<file path="src/rtl/writeback_arbiter_if.sv">
// Writeback arbiter bus bundle: per-port result pushes from the execution
// unit, the merged writeback port toward the reorder buffer, and the
// flush/stall controls. The slave modport is the arbiter's view; the master
// modport is the execution-unit / ROB side that drives it.
interface writeback_arbiter_if #(
    parameter int PORTS  = 3,
    parameter int DATA_W = 32,
    parameter int PKT_W  = 16
);
    localparam int GW = (PORTS > 1) ? $clog2(PORTS) : 1;

    logic                              flush_i;
    logic                              stall_i;
    logic [PORTS-1:0][DATA_W-1:0]      result_i;
    logic [PORTS-1:0][PKT_W-1:0]       ipacket_i;
    logic [PORTS-1:0]                  valid_i;
    logic [PORTS-1:0]                  full_o;
    logic [DATA_W-1:0]                 result_o;
    logic [PKT_W-1:0]                  ipacket_o;
    logic                              valid_o;
    logic [GW-1:0]                     grant_port_o;
    logic                              overflow_o;

    modport slave (
        input  flush_i, stall_i, result_i, ipacket_i, valid_i,
        output full_o, result_o, ipacket_o, valid_o, grant_port_o, overflow_o
    );

    modport master (
        output flush_i, stall_i, result_i, ipacket_i, valid_i,
        input  full_o, result_o, ipacket_o, valid_o, grant_port_o, overflow_o
    );
endinterface

</file>
<file path="src/rtl/writeback_arbiter.sv">
// Writeback arbiter: one small circular FIFO per result port, a round-robin
// grant of one queue head per cycle into a registered writeback port, per-port
// full flags for issue backpressure and a sticky overflow flag.
// Optional macro WB_BYPASS_EN: an empty port pushing this cycle competes in
// the round robin and, when it wins, its input goes straight to the output
// registers (1-cycle push-to-output instead of 2).
// flush_i is the synchronous clear; rst_n_i is the asynchronous reset.
module writeback_arbiter #(
    parameter int PORTS  = 3,
    parameter int DEPTH  = 2,
    parameter int DATA_W = 32,
    parameter int PKT_W  = 16
) (
    input  logic                 clk_i,
    input  logic                 rst_n_i,
    writeback_arbiter_if.slave   wb
);
    localparam int PW = $clog2(DEPTH);
    localparam int CW = PW + 1;
    localparam int GW = (PORTS > 1) ? $clog2(PORTS) : 1;
    localparam logic [CW-1:0] DEPTH_C = CW'(DEPTH);

    // queue storage and bookkeeping
    logic [DATA_W-1:0] q_data_r [PORTS][DEPTH];
    logic [PKT_W-1:0]  q_pkt_r  [PORTS][DEPTH];
    logic [PW-1:0]     wr_ptr_r [PORTS];
    logic [PW-1:0]     rd_ptr_r [PORTS];
    logic [CW-1:0]     count_r  [PORTS];
    logic [CW-1:0]     count_nxt_s [PORTS];
    logic [PORTS-1:0]  full_r;

    // arbitration
    logic [GW-1:0]     rr_ptr_r;
    logic [PORTS-1:0]  req_s;
    logic [PORTS-1:0]  byp_s;
    logic              arb_en_s;
    logic              found_s;
    logic              grant_s;
    logic [GW-1:0]     win_s;
    logic [GW-1:0]     rr_nxt_s;

    // per-port actions this cycle
    logic [PORTS-1:0]  pop_s;
    logic [PORTS-1:0]  take_byp_s;
    logic [PORTS-1:0]  push_ok_s;
    logic [PORTS-1:0]  full_now_s;
    logic              ovf_set_s;

    // output registers
    logic [DATA_W-1:0] out_data_s;
    logic [PKT_W-1:0]  out_pkt_s;
    logic [DATA_W-1:0] result_r;
    logic [PKT_W-1:0]  ipacket_r;
    logic              valid_r;
    logic [GW-1:0]     grant_r;
    logic              overflow_r;

    assign arb_en_s = !wb.flush_i && !wb.stall_i;
    assign grant_s  = arb_en_s && found_s;
    assign rr_nxt_s = (win_s == GW'(PORTS - 1)) ? {GW{1'b0}} : (win_s + GW'(1));

    // Request vector: non-empty queues, plus empty ports pushing now when bypass is built in
    always_comb begin
        req_s = {PORTS{1'b0}};
        byp_s = {PORTS{1'b0}};
        for (int k = 0; k < PORTS; k++) begin
`ifdef WB_BYPASS_EN
            byp_s[k] = (count_r[k] == {CW{1'b0}}) && wb.valid_i[k];
`else
            byp_s[k] = 1'b0;
`endif
            req_s[k] = (count_r[k] != {CW{1'b0}}) || byp_s[k];
        end
    end

    // Round-robin search starting at the RR pointer; first requester wins
    always_comb begin
        int idx;
        found_s = 1'b0;
        win_s   = {GW{1'b0}};
        idx     = 0;
        for (int i = 0; i < PORTS; i++) begin
            idx = (int'(rr_ptr_r) + i) % PORTS;
            if (!found_s && req_s[idx]) begin
                found_s = 1'b1;
                win_s   = GW'(idx);
            end else begin
                found_s = found_s;
            end
        end
    end

    // Per-port pop / bypass / push acceptance / overflow and next count
    always_comb begin
        pop_s      = {PORTS{1'b0}};
        take_byp_s = {PORTS{1'b0}};
        push_ok_s  = {PORTS{1'b0}};
        full_now_s = {PORTS{1'b0}};
        ovf_set_s  = 1'b0;
        for (int k = 0; k < PORTS; k++) begin
            count_nxt_s[k] = count_r[k];
            full_now_s[k]  = (count_r[k] == DEPTH_C);
            if (grant_s && (win_s == GW'(k))) begin
                pop_s[k]      = !byp_s[k];
                take_byp_s[k] = byp_s[k];
            end else begin
                pop_s[k]      = 1'b0;
                take_byp_s[k] = 1'b0;
            end
            // a pop in the same cycle frees the slot a full-queue push needs
            push_ok_s[k] = wb.valid_i[k] && !wb.flush_i && !take_byp_s[k]
                           && (!full_now_s[k] || pop_s[k]);
            if (wb.valid_i[k] && !wb.flush_i && full_now_s[k] && !pop_s[k]) begin
                ovf_set_s = 1'b1;
            end else begin
                ovf_set_s = ovf_set_s;
            end
            count_nxt_s[k] = count_r[k] + CW'(push_ok_s[k]) - CW'(pop_s[k]);
        end
    end

    // Data to load into the output registers: winner's queue head or its live input
    always_comb begin
        out_data_s = {DATA_W{1'b0}};
        out_pkt_s  = {PKT_W{1'b0}};
        for (int k = 0; k < PORTS; k++) begin
            if (win_s == GW'(k)) begin
                if (byp_s[k]) begin
                    out_data_s = wb.result_i[k];
                    out_pkt_s  = wb.ipacket_i[k];
                end else begin
                    out_data_s = q_data_r[k][rd_ptr_r[k]];
                    out_pkt_s  = q_pkt_r[k][rd_ptr_r[k]];
                end
            end else begin
                out_data_s = out_data_s;
                out_pkt_s  = out_pkt_s;
            end
        end
    end

    // Queue payload RAM: written at the write pointer on accepted pushes only
    always_ff @(posedge clk_i) begin
        for (int k = 0; k < PORTS; k++) begin
            if (push_ok_s[k]) begin
                q_data_r[k][wr_ptr_r[k]] <= wb.result_i[k];
                q_pkt_r[k][wr_ptr_r[k]]  <= wb.ipacket_i[k];
            end
        end
    end

    // Queue pointers, counts and registered full flags
    always_ff @(posedge clk_i or negedge rst_n_i) begin
        if (!rst_n_i) begin
            for (int k = 0; k < PORTS; k++) begin
                wr_ptr_r[k] <= {PW{1'b0}};
                rd_ptr_r[k] <= {PW{1'b0}};
                count_r[k]  <= {CW{1'b0}};
            end
            full_r <= {PORTS{1'b0}};
        end else if (wb.flush_i) begin
            for (int k = 0; k < PORTS; k++) begin
                wr_ptr_r[k] <= {PW{1'b0}};
                rd_ptr_r[k] <= {PW{1'b0}};
                count_r[k]  <= {CW{1'b0}};
            end
            full_r <= {PORTS{1'b0}};
        end else begin
            for (int k = 0; k < PORTS; k++) begin
                if (push_ok_s[k]) begin
                    wr_ptr_r[k] <= wr_ptr_r[k] + PW'(1);
                end
                if (pop_s[k]) begin
                    rd_ptr_r[k] <= rd_ptr_r[k] + PW'(1);
                end
                count_r[k] <= count_nxt_s[k];
                full_r[k]  <= (count_nxt_s[k] == DEPTH_C);
            end
        end
    end

    // Output register and RR pointer: load on grant, drop valid when idle, hold on stall
    always_ff @(posedge clk_i or negedge rst_n_i) begin
        if (!rst_n_i) begin
            result_r  <= {DATA_W{1'b0}};
            ipacket_r <= {PKT_W{1'b0}};
            valid_r   <= 1'b0;
            grant_r   <= {GW{1'b0}};
            rr_ptr_r  <= {GW{1'b0}};
        end else if (wb.flush_i) begin
            valid_r  <= 1'b0;
            rr_ptr_r <= {GW{1'b0}};
        end else if (arb_en_s) begin
            if (found_s) begin
                result_r  <= out_data_s;
                ipacket_r <= out_pkt_s;
                valid_r   <= 1'b1;
                grant_r   <= win_s;
                rr_ptr_r  <= rr_nxt_s;
            end else begin
                valid_r <= 1'b0;
            end
        end else begin
            valid_r <= valid_r;
        end
    end

    // Sticky overflow: survives flush, cleared only by reset
    always_ff @(posedge clk_i or negedge rst_n_i) begin
        if (!rst_n_i) begin
            overflow_r <= 1'b0;
        end else if (ovf_set_s) begin
            overflow_r <= 1'b1;
        end else begin
            overflow_r <= overflow_r;
        end
    end

    assign wb.full_o       = full_r;
    assign wb.result_o     = result_r;
    assign wb.ipacket_o    = ipacket_r;
    assign wb.valid_o      = valid_r;
    assign wb.grant_port_o = grant_r;
    assign wb.overflow_o   = overflow_r;
endmodule
</file>
<file path="src/flat_wrapper.sv">
// flat-port wrapper written by rule: the top's interface ports become plain ports
module writeback_arbiter_flat 
#(
    parameter int PORTS  = 3,
    parameter int DEPTH  = 2,
    parameter int DATA_W = 32,
    parameter int PKT_W  = 16
)
  (clk_i, rst_n_i, wb_flush_i, wb_stall_i, wb_result_i, wb_ipacket_i, wb_valid_i, wb_full_o, wb_result_o, wb_ipacket_o, wb_valid_o, wb_grant_port_o, wb_overflow_o);
  writeback_arbiter_if #(.PORTS(PORTS), .DATA_W(DATA_W), .PKT_W(PKT_W)) wb_i ();
  input  logic clk_i;
  input  logic rst_n_i;
  input wire logic [$bits(wb_i.flush_i)-1:0] wb_flush_i;
  input wire logic [$bits(wb_i.stall_i)-1:0] wb_stall_i;
  input wire logic [$bits(wb_i.result_i)-1:0] wb_result_i;
  input wire logic [$bits(wb_i.ipacket_i)-1:0] wb_ipacket_i;
  input wire logic [$bits(wb_i.valid_i)-1:0] wb_valid_i;
  output wire logic [$bits(wb_i.full_o)-1:0] wb_full_o;
  output wire logic [$bits(wb_i.result_o)-1:0] wb_result_o;
  output wire logic [$bits(wb_i.ipacket_o)-1:0] wb_ipacket_o;
  output wire logic [$bits(wb_i.valid_o)-1:0] wb_valid_o;
  output wire logic [$bits(wb_i.grant_port_o)-1:0] wb_grant_port_o;
  output wire logic [$bits(wb_i.overflow_o)-1:0] wb_overflow_o;
  assign wb_i.flush_i = wb_flush_i;
  assign wb_i.stall_i = wb_stall_i;
  assign wb_i.result_i = wb_result_i;
  assign wb_i.ipacket_i = wb_ipacket_i;
  assign wb_i.valid_i = wb_valid_i;
  assign wb_full_o = wb_i.full_o;
  assign wb_result_o = wb_i.result_o;
  assign wb_ipacket_o = wb_i.ipacket_o;
  assign wb_valid_o = wb_i.valid_o;
  assign wb_grant_port_o = wb_i.grant_port_o;
  assign wb_overflow_o = wb_i.overflow_o;
  writeback_arbiter #(.PORTS(PORTS), .DEPTH(DEPTH), .DATA_W(DATA_W), .PKT_W(PKT_W)) u_core (.clk_i(clk_i), .rst_n_i(rst_n_i), .wb(wb_i));
endmodule
</file>
<file path="config.mk">
export PLATFORM = sky130hd
export DESIGN_NAME = writeback_arbiter_flat
export DESIGN_NICKNAME = d
export VERILOG_FILES = /design/src/rtl/writeback_arbiter_if.sv /design/src/rtl/writeback_arbiter.sv /design/src/flat_wrapper.sv
export SDC_FILE = /design/constraint.sdc
export NUM_CORES = 1
export LEC_CHECK = 0
export CORE_AREA = 2 2 181 183
export CTS_CLUSTER_DIAMETER = 200
export DETAILED_ROUTE_END_ITERATION = 12
export DIE_AREA = 0 0 183 185
export PLACE_DENSITY = 0.68
export SLEW_MARGIN = 10
export SYNTH_ARGS = -nofsm -noshare
export SYNTH_HDL_FRONTEND = slang
export SYNTH_SLANG_ARGS = --single-unit
</file>
<file path="constraint.sdc">
create_clock -name clk_i -period 9.45 [get_ports clk_i]
set_input_delay 1.4175 -clock clk_i [delete_from_list [all_inputs] [get_ports clk_i]]
set_output_delay 1.4175 -clock clk_i [all_outputs]
set_load 0.03 [all_outputs]
</file>
==> impl_metrics.toml <==
[logic_synthesis]
syn_area_mm2 = 0.0142
synthTopCellsByCount = "edfxtp_1 (288), mux2i_1 (97), dfrtp_1 (69)"
synth_edf_count = 288
synth-main-ff-cell = "edfxtp_1"
syn_area_per_cell_um2 = 16.3
synth_seq_cells = 357
synth.distinct_cells = 54
synthCells = 871
synth_most_common_cell = "edfxtp_1"
syn_nets = 1030
yosysWarningCount = 0
async_flop_share_pct = 19.3
yosys.area.top_type = "edfxtp_1"
ys_seq_area_share_pct = 73.0
synthTopCellsByArea = "edfxtp_1 (61%), dfrtp_1 (12%), mux2i_1 (6.8%)"
synth_top_area_share_pct = 60.9

[place]
dpl.hpwl_um = 20400
dpl_cell_area_mm2 = 0.0167
io_buffer_count = 205
place_congestion = 0.780

[detailed_routing]
dr.first_iter.drc_count = 608
drt_first_pass_iters = 5
post-route-drc-count = 0
wl_um = 31900
drt-vias-per-instance = 5.42
wl_per_cell_um = 21.1
ant_nets = 0
vias = 8208

[clock_tree]
path_clk_slew_ns = 0.06
cts_buffers = 37
cts_buffer_depth = 3
clock_latency_ns = 0.51
ctsHoldBuffers = 0
postCtsSetupRepairBufs = 0
cts_resized = 0
clkSinkCount = 357
root_buffer = "clkbuf_16"
htree_levels = 2
tritoncts = "yes"

[pwr]
p_per_area_mw_per_mm2 = 297
irDropWorstVdd_v = 0.000142
clockPowerShare_pct = 27.5
leakage_nw = 6.01
internal_power_w = 0.00355
p_sw_w = 0.00179
sw_frac_of_total_pct = 33.5
p_comb_share_pct = 31.6
seqPwrFrac_pct = 40.9

[worst_hold_path]
min_from = "u_core.wb.result_o[26]$_DFFE_PN0P_"
min-delay-path-class = "flip-flop to flip-flop"
hold_depth = 2
min_to = "u_core.wb.result_o[26]$_DFFE_PN0P_"

[setup_path]
rr_worst_depth = 14
r2r-start = "u_core.rr_ptr_r[0]$_DFFE_PN0P_"
crit_path_start_kind = "input port"
worstPathArrival_ns = 4.77
reg2reg_to = "u_core.wb.full_o[1]$_DFF_PN0_"
r2r_slack_ns = 5.39
critical_path_required_ns = 9.61
crit_fanout = 25
path_class = "input port to flip-flop"
cp-end-kind = "flip-flop"

[sta]
hold_viol = 0
fmax_mhz = 217
tightestPinTransition_ns = 1.21
fin_crit_ns = 4.61
finClkSkew_ns = 0.0122
setup_viol_count_final = 0
rsz0062_at_grt = "false"
tns_ns = 0
maxSlewViolCount = 0
finalCritPeriodShare_pct = 48.7
slew_headroom_pct = 19.2

[layout]
drive_gt1_share_pct = 11.3
fillers = 2482
regArea_mm2 = 0.0104
stdcell_area_mm2 = 0.0180
final_nets = 1235
synthToLayoutAreaGrowth_pct = 26.5
multi_input_area_mm2 = 0.00364

[die]
die_height_um = 185
dieArea_mm2 = 0.0339
die_w_um = 183
core-area_mm2 = 0.0320
start_util_pct = 44.3
ios = 206
rows = 66

[global_routing]
grt_pass1_wl_um = 48900
grt_pass1_vias = 8484
grt.overflow.total = 0
grt_max_degree = 70
antenna_found_initial = 1
grt.total_usage_pct = 19.0

[status]
status = "completed"

[job]
maxCapViolations = 0
-- critical path: stages --
cell	delay (ns)
clkdlybuf4s50_1	0.84
or2_1	0.51
a2111o_1	0.56
a21oi_2	0.22
nor2b_4	0.68
buf_4	0.48
-- metrics by stage --
step	setup WS (ns)	util, %	hold WS, ns	total power [W]	instances
3_3_place_gp	4.35	52.2	0.481	0.00387	1445
2_1_floorplan	2.03	-	0.518	0.00328	871
3_5_place_dp	4.27	52.2	0.490	0.00391	1445
6_report	4.84	56.1	0.499	0.00534	1513
4_1_cts	4.82	56.1	0.504	0.00539	1512
5_1_grt	4.54	56.1	0.524	0.00561	1513
-- kinds of logic after synthesis --
group | synth area share, %
compound gates | 7.49
xor+xnor | 0.555
fa+ha+maj | 0.705
buf+inv | 1.90
flops | 73.0
mux | 10.6
simple gates | 5.68
-- registers in the layout, indices dropped and copies added, names as in the netlist, 3 cells and up --
signal,flops
u_core.wr_ptr_r,3
u_core.q_pkt_r,96
u_core.q_data_r,192
u_core.wb.ipacket_o,16
u_core.wb.full_o,3
u_core.count_r,6
u_core.wb.result_o,32
u_core.rd_ptr_r,3
-- worst max path at each step --
stage / start / end / depth (start not counted)
after CTS: wb_flush_i / u_core.q_data_r[0][55]$_DFFE_PP_ / 6
after detailed placement: wb_flush_i / u_core.q_pkt_r[0][26]$_DFFE_PP_ / 6
after global routing: wb_flush_i / u_core.wb.full_o[1]$_DFF_PN0_ / 11
final: wb_flush_i / u_core.q_pkt_r[0][16]$_DFFE_PP_ / 6
after global placement: wb_flush_i / u_core.q_pkt_r[0][22]$_DFFE_PP_ / 6
after floorplan: wb_stall_i / u_core.q_data_r[0][160]$_DFFE_PP_ / 3
-- layout make-up --
| class | count | area share [%] |
|---|---|---|
| Sequential cell | 357 | 57.8 |
| Multi-Input combinational cell | 453 | 20.3 |
| Timing Repair Buffer | 217 | 11.9 |
| Clock buffer | 49 | 5.79 |
| Tap cell | 408 | 2.84 |
| Clock inverter | 18 | 1.18 |
| Inverter | 10 | 0.209 |
| Antenna cell | 1 | 0.0139 |
-- cells in the final DEF (no fill, tap or decap), types with 3 or more instances in the layout --
master / count
a21oi_1: 6
a31oi_1: 3
buf_4: 13
bufinv_16: 4
clkbuf_1: 5
clkbuf_16: 37
clkbuf_8: 7
clkdlybuf4s50_1: 204
clkinv_2: 6
clkinvlp_4: 3
dfrtp_1: 66
dfrtp_4: 3
edfxtp_1: 288
ha_1: 8
inv_1: 10
mux2_1: 18
mux2_2: 30
mux2i_1: 97
nand2_1: 54
nand2b_1: 50
nor2_1: 22
nor2b_1: 6
nor3_1: 5
o2111ai_1: 47
o211ai_1: 48
o21ai_0: 5
o31ai_1: 3
xnor2_1: 3
xor2_1: 6
-- power groups by stage --
stage / sequential [W] / combinational, W / clock [W]
finish: 0.00219 / 0.00169 / 0.00147
global route: 0.00222 / 0.00182 / 0.00157
CTS: 0.00219 / 0.00170 / 0.00150
detailed placement: 0.00222 / 0.00169 / 0
global placement: 0.00221 / 0.00166 / 0
floorplan: 0.00231 / 0.000971 / 0
-- routing by layer --
layer / GRT usage (%) / routed length (um) / vias up
met1: 26.0 / 13800 / 4110
met2: 31.7 / 15700 / 254
met3: 3.34 / 1730 / 46
met4: 4.96 / 699 / 0
met5: 0 / 0 / -
li1: - / - / 3798
Power figures use the tool's default switching activity.
